### src/rtl/bt_alu_if.sv
// rtl/bt_alu_if.sv - request/response bundle for the balanced-ternary ALU sequencer
//
// Ports:
//   req_valid/req_ready/req_op/req_a/req_b : operation request (2 bits per trit)
//   rsp_valid/rsp_ready/rsp_result         : result response
//   rsp_overflow/rsp_error                 : response flags
//   busy                                   : sequencer not idle
// Modports: master = requester/consumer side, slave = sequencer side.
interface bt_alu_if #(
    parameter int N = 4
);
    logic           req_valid;
    logic           req_ready;
    logic [1:0]     req_op;
    logic [2*N-1:0] req_a;
    logic [2*N-1:0] req_b;
    logic           rsp_valid;
    logic           rsp_ready;
    logic [2*N-1:0] rsp_result;
    logic           rsp_overflow;
    logic           rsp_error;
    logic           busy;

    modport master (
        output req_valid, req_op, req_a, req_b, rsp_ready,
        input  req_ready, rsp_valid, rsp_result, rsp_overflow, rsp_error, busy
    );

    modport slave (
        input  req_valid, req_op, req_a, req_b, rsp_ready,
        output req_ready, rsp_valid, rsp_result, rsp_overflow, rsp_error, busy
    );
endinterface

### src/rtl/bt_alu_sequencer.sv
// rtl/bt_alu_sequencer.sv - trit-serial balanced-ternary ADD/SUB/MUL/NEG sequencer
//
// Ports:
//   clk  : clock, rising edge
//   rst  : asynchronous active-high reset
//   bus  : bt_alu_if.slave (request, response, flags, busy)
// Trit codes: 01 = -1, 11 = 0, 10 = +1, 00 = invalid.
// One full-adder slice is reused for every trit; MUL is shift-and-add over it.
module bt_alu_sequencer #(
    parameter int N = 4
) (
    input  logic    clk,
    input  logic    rst,
    bt_alu_if.slave bus
);
    localparam int W  = 2 * N;
    localparam int CW = $clog2(2 * N + 1);

    localparam logic [1:0] T_ZERO = 2'b11;
    localparam logic [1:0] T_POS  = 2'b10;
    localparam logic [1:0] T_NEG  = 2'b01;

    localparam logic [1:0] OP_ADD = 2'b00;
    localparam logic [1:0] OP_SUB = 2'b01;
    localparam logic [1:0] OP_MUL = 2'b10;
    localparam logic [1:0] OP_NEG = 2'b11;

    typedef enum logic [2:0] {
        S_IDLE,
        S_ADD,
        S_MUL,
        S_NEG,
        S_RESP
    } state_t;

    state_t          state;
    logic [W-1:0]    a_r;
    logic [W-1:0]    b_r;
    logic [2*W-1:0]  prod_r;
    logic [1:0]      carry_r;
    logic [CW-1:0]   tidx;
    logic [CW-1:0]   row;
    logic            req_ready_r;
    logic            busy_r;
    logic            rsp_valid_r;
    logic [W-1:0]    result_r;
    logic            ovf_r;
    logic            err_r;

    function automatic logic signed [3:0] t2i(input logic [1:0] t);
        case (t)
            T_NEG:   return -4'sd1;
            T_POS:   return 4'sd1;
            default: return 4'sd0;
        endcase
    endfunction

    function automatic logic [1:0] i2t(input logic signed [3:0] v);
        if (v > 4'sd0)
            return T_POS;
        else if (v < 4'sd0)
            return T_NEG;
        else
            return T_ZERO;
    endfunction

    function automatic logic [W-1:0] neg_all(input logic [W-1:0] v);
        logic [W-1:0] r;
        for (int i = 0; i < N; i++)
            r[2*i +: 2] = {v[2*i], v[2*i+1]};
        return r;
    endfunction

    function automatic logic has_invalid(input logic [W-1:0] v);
        logic bad;
        bad = 1'b0;
        for (int i = 0; i < N; i++)
            if (v[2*i +: 2] == 2'b00)
                bad = 1'b1;
        return bad;
    endfunction

    // Shared slice: x + y + carry_r -> sum_t, cout_t
    logic [1:0]       x_t, y_t, b_row, a_trit, sum_t, cout_t;
    logic signed [3:0] s;
    logic [CW-1:0]    ka;
    logic             ovf_mul;

    always_comb begin
        x_t    = T_ZERO;
        y_t    = T_ZERO;
        ka     = (tidx < CW'(N)) ? tidx : '0;
        a_trit = a_r[2*ka +: 2];
        b_row  = b_r[2*row +: 2];
        if (state == S_ADD) begin
            x_t = a_trit;
            y_t = b_r[2*ka +: 2];
        end else if (state == S_MUL) begin
            // Partial-product trit: A, -A or 0 depending on multiplier trit of this row
            if (b_row == T_POS)
                x_t = a_trit;
            else if (b_row == T_NEG)
                x_t = {a_trit[0], a_trit[1]};
            y_t = prod_r[2*(row + tidx) +: 2];
        end
        s = t2i(x_t) + t2i(y_t) + t2i(carry_r);
        if (s > 4'sd1) begin
            sum_t  = i2t(s - 4'sd3);
            cout_t = T_POS;
        end else if (s < -4'sd1) begin
            sum_t  = i2t(s + 4'sd3);
            cout_t = T_NEG;
        end else begin
            sum_t  = i2t(s);
            cout_t = T_ZERO;
        end
        // Evaluated on the final MUL cycle, whose carry lands in the top trit
        ovf_mul = (carry_r != T_ZERO);
        for (int i = N; i < 2*N - 1; i++)
            if (prod_r[2*i +: 2] != T_ZERO)
                ovf_mul = 1'b1;
    end

    always_ff @(posedge clk or posedge rst) begin
        if (rst) begin
            state       <= S_IDLE;
            a_r         <= {N{T_ZERO}};
            b_r         <= {N{T_ZERO}};
            prod_r      <= {W{T_ZERO}};
            carry_r     <= T_ZERO;
            tidx        <= '0;
            row         <= '0;
            req_ready_r <= 1'b1;
            busy_r      <= 1'b0;
            rsp_valid_r <= 1'b0;
            result_r    <= {N{T_ZERO}};
            ovf_r       <= 1'b0;
            err_r       <= 1'b0;
        end else begin
            case (state)
                S_IDLE: begin
                    if (bus.req_valid && req_ready_r) begin
                        a_r         <= bus.req_a;
                        b_r         <= (bus.req_op == OP_SUB) ? neg_all(bus.req_b) : bus.req_b;
                        prod_r      <= {W{T_ZERO}};
                        carry_r     <= T_ZERO;
                        tidx        <= '0;
                        row         <= '0;
                        req_ready_r <= 1'b0;
                        busy_r      <= 1'b1;
                        ovf_r       <= 1'b0;
                        err_r       <= 1'b0;
                        if (has_invalid(bus.req_a) ||
                            (bus.req_op != OP_NEG && has_invalid(bus.req_b))) begin
                            state       <= S_RESP;
                            rsp_valid_r <= 1'b1;
                            err_r       <= 1'b1;
                            result_r    <= {N{T_ZERO}};
                        end else begin
                            case (bus.req_op)
                                OP_ADD, OP_SUB: state <= S_ADD;
                                OP_MUL:         state <= S_MUL;
                                default:        state <= S_NEG;
                            endcase
                        end
                    end
                end
                S_ADD: begin
                    result_r[2*ka +: 2] <= sum_t;
                    carry_r             <= cout_t;
                    if (tidx == CW'(N - 1)) begin
                        state       <= S_RESP;
                        rsp_valid_r <= 1'b1;
                        ovf_r       <= (cout_t != T_ZERO);
                    end else begin
                        tidx <= tidx + 1'b1;
                    end
                end
                S_MUL: begin
                    if (tidx < CW'(N)) begin
                        prod_r[2*(row + tidx) +: 2] <= sum_t;
                        carry_r                     <= cout_t;
                        tidx                        <= tidx + 1'b1;
                    end else begin
                        // Row carry goes into trit row+N, untouched by earlier rows
                        prod_r[2*(row + CW'(N)) +: 2] <= carry_r;
                        carry_r                       <= T_ZERO;
                        tidx                          <= '0;
                        if (row == CW'(N - 1)) begin
                            state       <= S_RESP;
                            rsp_valid_r <= 1'b1;
                            result_r    <= prod_r[W-1:0];
                            ovf_r       <= ovf_mul;
                        end else begin
                            row <= row + 1'b1;
                        end
                    end
                end
                S_NEG: begin
                    result_r    <= neg_all(a_r);
                    state       <= S_RESP;
                    rsp_valid_r <= 1'b1;
                end
                S_RESP: begin
                    if (bus.rsp_ready) begin
                        state       <= S_IDLE;
                        rsp_valid_r <= 1'b0;
                        req_ready_r <= 1'b1;
                        busy_r      <= 1'b0;
                    end
                end
                default: state <= S_IDLE;
            endcase
        end
    end

    assign bus.req_ready    = req_ready_r;
    assign bus.busy         = busy_r;
    assign bus.rsp_valid    = rsp_valid_r;
    assign bus.rsp_result   = result_r;
    assign bus.rsp_overflow = ovf_r;
    assign bus.rsp_error    = err_r;
endmodule

### src/flat_wrapper.sv
// flat-port wrapper written by rule: the top's interface ports become plain ports
module bt_alu_sequencer_flat 
#(
    parameter int N = 4
)
  (clk, rst, bus_req_valid, bus_req_op, bus_req_a, bus_req_b, bus_rsp_ready, bus_req_ready, bus_rsp_valid, bus_rsp_result, bus_rsp_overflow, bus_rsp_error, bus_busy);
  bt_alu_if #(.N(N)) bus_i ();
  input  logic clk;
  input  logic rst;
  input wire logic [$bits(bus_i.req_valid)-1:0] bus_req_valid;
  input wire logic [$bits(bus_i.req_op)-1:0] bus_req_op;
  input wire logic [$bits(bus_i.req_a)-1:0] bus_req_a;
  input wire logic [$bits(bus_i.req_b)-1:0] bus_req_b;
  input wire logic [$bits(bus_i.rsp_ready)-1:0] bus_rsp_ready;
  output wire logic [$bits(bus_i.req_ready)-1:0] bus_req_ready;
  output wire logic [$bits(bus_i.rsp_valid)-1:0] bus_rsp_valid;
  output wire logic [$bits(bus_i.rsp_result)-1:0] bus_rsp_result;
  output wire logic [$bits(bus_i.rsp_overflow)-1:0] bus_rsp_overflow;
  output wire logic [$bits(bus_i.rsp_error)-1:0] bus_rsp_error;
  output wire logic [$bits(bus_i.busy)-1:0] bus_busy;
  assign bus_i.req_valid = bus_req_valid;
  assign bus_i.req_op = bus_req_op;
  assign bus_i.req_a = bus_req_a;
  assign bus_i.req_b = bus_req_b;
  assign bus_i.rsp_ready = bus_rsp_ready;
  assign bus_req_ready = bus_i.req_ready;
  assign bus_rsp_valid = bus_i.rsp_valid;
  assign bus_rsp_result = bus_i.rsp_result;
  assign bus_rsp_overflow = bus_i.rsp_overflow;
  assign bus_rsp_error = bus_i.rsp_error;
  assign bus_busy = bus_i.busy;
  bt_alu_sequencer #(.N(N)) u_core (.clk(clk), .rst(rst), .bus(bus_i));
endmodule
### config.mk
export PLATFORM = sky130hd
export DESIGN_NAME = bt_alu_sequencer_flat
export DESIGN_NICKNAME = d
export VERILOG_FILES = /design/src/rtl/bt_alu_if.sv /design/src/rtl/bt_alu_sequencer.sv /design/src/flat_wrapper.sv
export SDC_FILE = /design/constraint.sdc
export NUM_CORES = 1
export LEC_CHECK = 0
export ABC_AREA = 1
export BUFFER_PORTS_ARGS = -buffer_cell sky130_fd_sc_hd__buf_2
export CAP_MARGIN = 10
export CORE_AREA = 2 2 76 115
export CTS_CLUSTER_SIZE = 20
export DETAILED_ROUTE_END_ITERATION = 16
export DIE_AREA = 0 0 78 117
export PLACE_DENSITY_LB_ADDON = 0.2
export REMOVE_ABC_BUFFERS = 1
export SLEW_MARGIN = 20
export SYNTH_ARGS = -nofsm -noshare
export SYNTH_HDL_FRONTEND = slang
export SYNTH_SLANG_ARGS = --single-unit
### constraint.sdc
create_clock -name clk -period 4.9 [get_ports clk]
set_input_delay 0.735 -clock clk [delete_from_list [all_inputs] [get_ports clk]]
set_output_delay 0.735 -clock clk [all_outputs]
set_load 0.05 [all_outputs]
==> results.py <==
metrics = {
    "synth": {
        "synth_largest_area_cell": "dfstp_2",
        "ys_async_sr_fraction": 1.00,
        "ys_warn_count": 0,
        "synth.area.top_cells": "dfstp_2, nand2_1, dfrtp_1",
        "synth_top_area_frac": 0.258,
        "ys_seq_area_frac": 0.344,
        "synth-main-ff-cell": "dfstp_2",
        "syn_area_per_cell_sq_um": 7.10,
        "synthDistinctLibCells": 48,
        "synth.cell_area_sq_um": 4380,
        "synth_edf_count": 0,
        "syn_inst": 617,
        "synth_seq_cells": 58,
    },
    "cells_and_area": {
        "drive_gt1_frac": 0.195,
        "fillers": 781,
        "syn2layout_area_growth_pct": 14.3,
        "n_antenna_cell": 0,
        "layout.nets": 704,
        "final_area_sq_um": 5000,
    },
    "route": {
        "viasPerCell": 5.69,
        "wl_per_cell_um": 15.7,
        "wl_um": 12100,
        "vias": 4368,
        "drt_iter0_drc": 231,
        "drc": 0,
        "drt_first_pass_iters": 5,
        "antenna_left": 0,
    },
    "die": {
        "fp-row-count": 41,
        "die_w_um": 78,
        "die_h_um": 117,
        "fp.dieArea_sq_um": 9130,
        "core_area_sq_um": 8210,
        "io_pins": 35,
        "start_util": 0.534,
    },
    "global_route": {
        "grt_pass1_vias": 4226,
        "grtUsageTotal": 0.283,
        "overflow": 0,
        "grt_start_max_net_pins": 34,
        "antenna_found_initial": 0,
        "grt_pass1_wl_um": 19800,
    },
    "setup_path": {
        "cp_data_arrival_time_ns": 4.86,
        "cp_top_family": "adder cells",
        "slowest_delay_ns": 0.53,
        "worstSetupEndpointType": "flop",
        "start_kind": "flop",
        "cp.required_ns": 5.14,
        "crit_top_cell": "inv_1",
        "crit_fanout": 7,
        "crit_slowest_cell": "fa_1",
        "crit_path_cell_trace": "nor2_4 > nand2_1 > buf_4 > nor2_1 > a2bb2oi_1 > a22oi_1 > o21ai_0 > ha_1 > inv_1 > fa_1 > inv_1 > ha_1 > inv_1 > fa_1 > inv_1 > o21ai_0 > o21ai_2 > inv_1 > nor3_1 > o21a_1 > nand2_1 > o21ai_0",
        "cp_num_buf_inv": 6,
        "critical_path_class": "flop to flop",
    },
    "clock_tree": {
        "cts_root_buf": "clkbuf_16",
        "cts_hold_buf": 0,
        "cts_sinks": 58,
        "cts_buffer_depth": 2,
        "h-tree-depth": 3,
        "numCtsBuffers": 9,
        "insertion_delay_ns": 0.33,
        "tritoncts": "done",
        "clk_pin_slew_ns": 0.05,
    },
    "sta": {
        "min_period_over_period": 0.941,
        "slew_violations": 0,
        "fin_tns_setup_ns": 0,
        "grt_setup_unrepaired": "no",
        "skew_ns": 0.00545,
        "slew_headroom": 0.597,
        "tightestPinTransition_ns": 0.599,
        "period_needed_ns": 4.61,
        "setup_viol": 0,
        "timing.final.ws_setup_ns": 0.289,
        "max_freq_mhz": 217,
        "hold_violations": 0,
    },
    "hold_path": {
        "min_path_type": "input pin to async pin",
    },
    "placed_design": {
        "dp_slack_ns": 0.309,
        "portBuffers": 34,
        "dpl_cell_area_sq_um": 4690,
        "place_hpwl_um": 9590,
        "gp_congestion": 1.04,
    },
    "status": {
        "status": "finished, final reports clean",
    },
    "run": {
        "drv_cap": 0,
    },
}
-- what timing repair did --
action | 4_1_cts | 5_1_grt
buffers inserted | 0 | 0
resized for setup | 0 | 5
endpoints found under the setup margin | 0 | 16
-- synth_stat cells (2+ instances only) --
| master | n |
|---|---|
| nand2_1 | 148 |
| inv_1 | 84 |
| o21ai_0 | 57 |
| nor2_1 | 54 |
| a21oi_1 | 45 |
| nand3_1 | 45 |
| dfstp_2 | 43 |
| ha_1 | 20 |
| dfrtp_1 | 15 |
| clkbuf_1 | 8 |
| nand4_1 | 7 |
| nor2_4 | 7 |
| a31oi_1 | 6 |
| o211ai_1 | 6 |
| a221oi_1 | 5 |
| fa_1 | 5 |
| inv_2 | 5 |
| nor3_1 | 5 |
| o22ai_1 | 5 |
| buf_2 | 4 |
| nand2_2 | 4 |
| nor4_1 | 3 |
| o21a_1 | 3 |
| o21ai_2 | 3 |
| xnor2_1 | 3 |
| a22oi_1 | 2 |
| nor4_2 | 2 |
| o221ai_1 | 2 |
| xor2_1 | 2 |
-- state kept, by name, summed over array words and instances (netlist names) --
register,flops
u_core.bus.rsp_error,1
u_core.b_r,8
u_core.a_r,8
u_core.state,3
u_core.bus.busy,1
u_core.carry_r,2
u_core.bus.rsp_result,8
u_core.bus.rsp_overflow,1
u_core.row,4
u_core.tidx,4
u_core.bus.rsp_valid,1
u_core.bus.req_ready,1
u_core.prod_r,16
-- logic make-up after synthesis --
family	synth area share
xor gates and xnor gates	0.0100
adders and majority gates	0.0800
AOI/OAI and AO/OA	0.184
other	0.000856
buffers and inverters	0.0917
DFF	0.344
and+or+nand+nor	0.290
-- per-stage QoR --
| stage | utilization | cells | hold WS, ns |
|---|---|---|---|
| 2_1_floorplan | - | 604 | 0.447 |
| 3_3_place_gp | 0.571 | 753 | 0.453 |
| 3_5_place_dp | 0.571 | 753 | 0.454 |
| 4_1_cts | 0.608 | 768 | 0.457 |
| 5_1_grt | 0.610 | 768 | 0.482 |
| 6_report | 0.610 | 768 | 0.459 |
-- placed cells by master (no fill, tap or decap), types with 7 or more instances in the layout --
| cell type | instances |
|---|---|
| nand2_1 | 148 |
| inv_1 | 82 |
| o21ai_0 | 56 |
| nor2_1 | 54 |
| a21oi_1 | 45 |
| nand3_1 | 45 |
| dfstp_2 | 43 |
| buf_2 | 34 |
| ha_1 | 20 |
| dfrtp_1 | 15 |
| clkbuf_16 | 9 |
| buf_4 | 8 |
| inv_2 | 7 |
| nor2_4 | 7 |
| nand4_1 | 7 |
-- final timing paths --
| kind | to | slack (ns) | startpoint | depth (start not counted) |
|---|---|---|---|---|
| setup / recovery | u_core.prod_r[7] | 0.29 | u_core.tidx[3] | 22 |
| hold / removal | u_core.bus.rsp_overflow | 0.46 | rst | 2 |
| setup reg to reg | u_core.prod_r[7] | 0.29 | u_core.tidx[3] | 22 |
| hold reg to reg | u_core.bus.rsp_result[1] | 0.46 | u_core.bus.rsp_result[1] | 2 |
| max in group asynchronous | u_core.b_r[7] | 3.60 | rst | 3 |
| min in group clk | u_core.bus.rsp_result[1] | 0.46 | u_core.bus.rsp_result[1] | 2 |
-- area by class of cell --
| type | count | area (sq um) | area share |
|---|---|---|---|
| Tap cell | 107 | 134 | 0.0267 |
| Inverter | 91 | 344 | 0.0687 |
| Clock inverter | 2 | 35.0 | 0.00700 |
| Timing Repair Buffer | 42 | 230 | 0.0460 |
| Sequential cell | 58 | 1510 | 0.301 |
| Multi-Input combinational cell | 455 | 2490 | 0.497 |
| Clock buffer | 13 | 270 | 0.0540 |
-- layer usage --
metal,global-route usage,vias up,wire (um)
li1,-,2126,-
met1,0.300,2048,4580
met2,0.509,146,6230
met3,0.0560,48,593
met4,0.187,0,654
met5,0,-,0
Power is not shown: default switching activity piles up to over one toggle a cycle in this logic, so the estimate is an artifact.
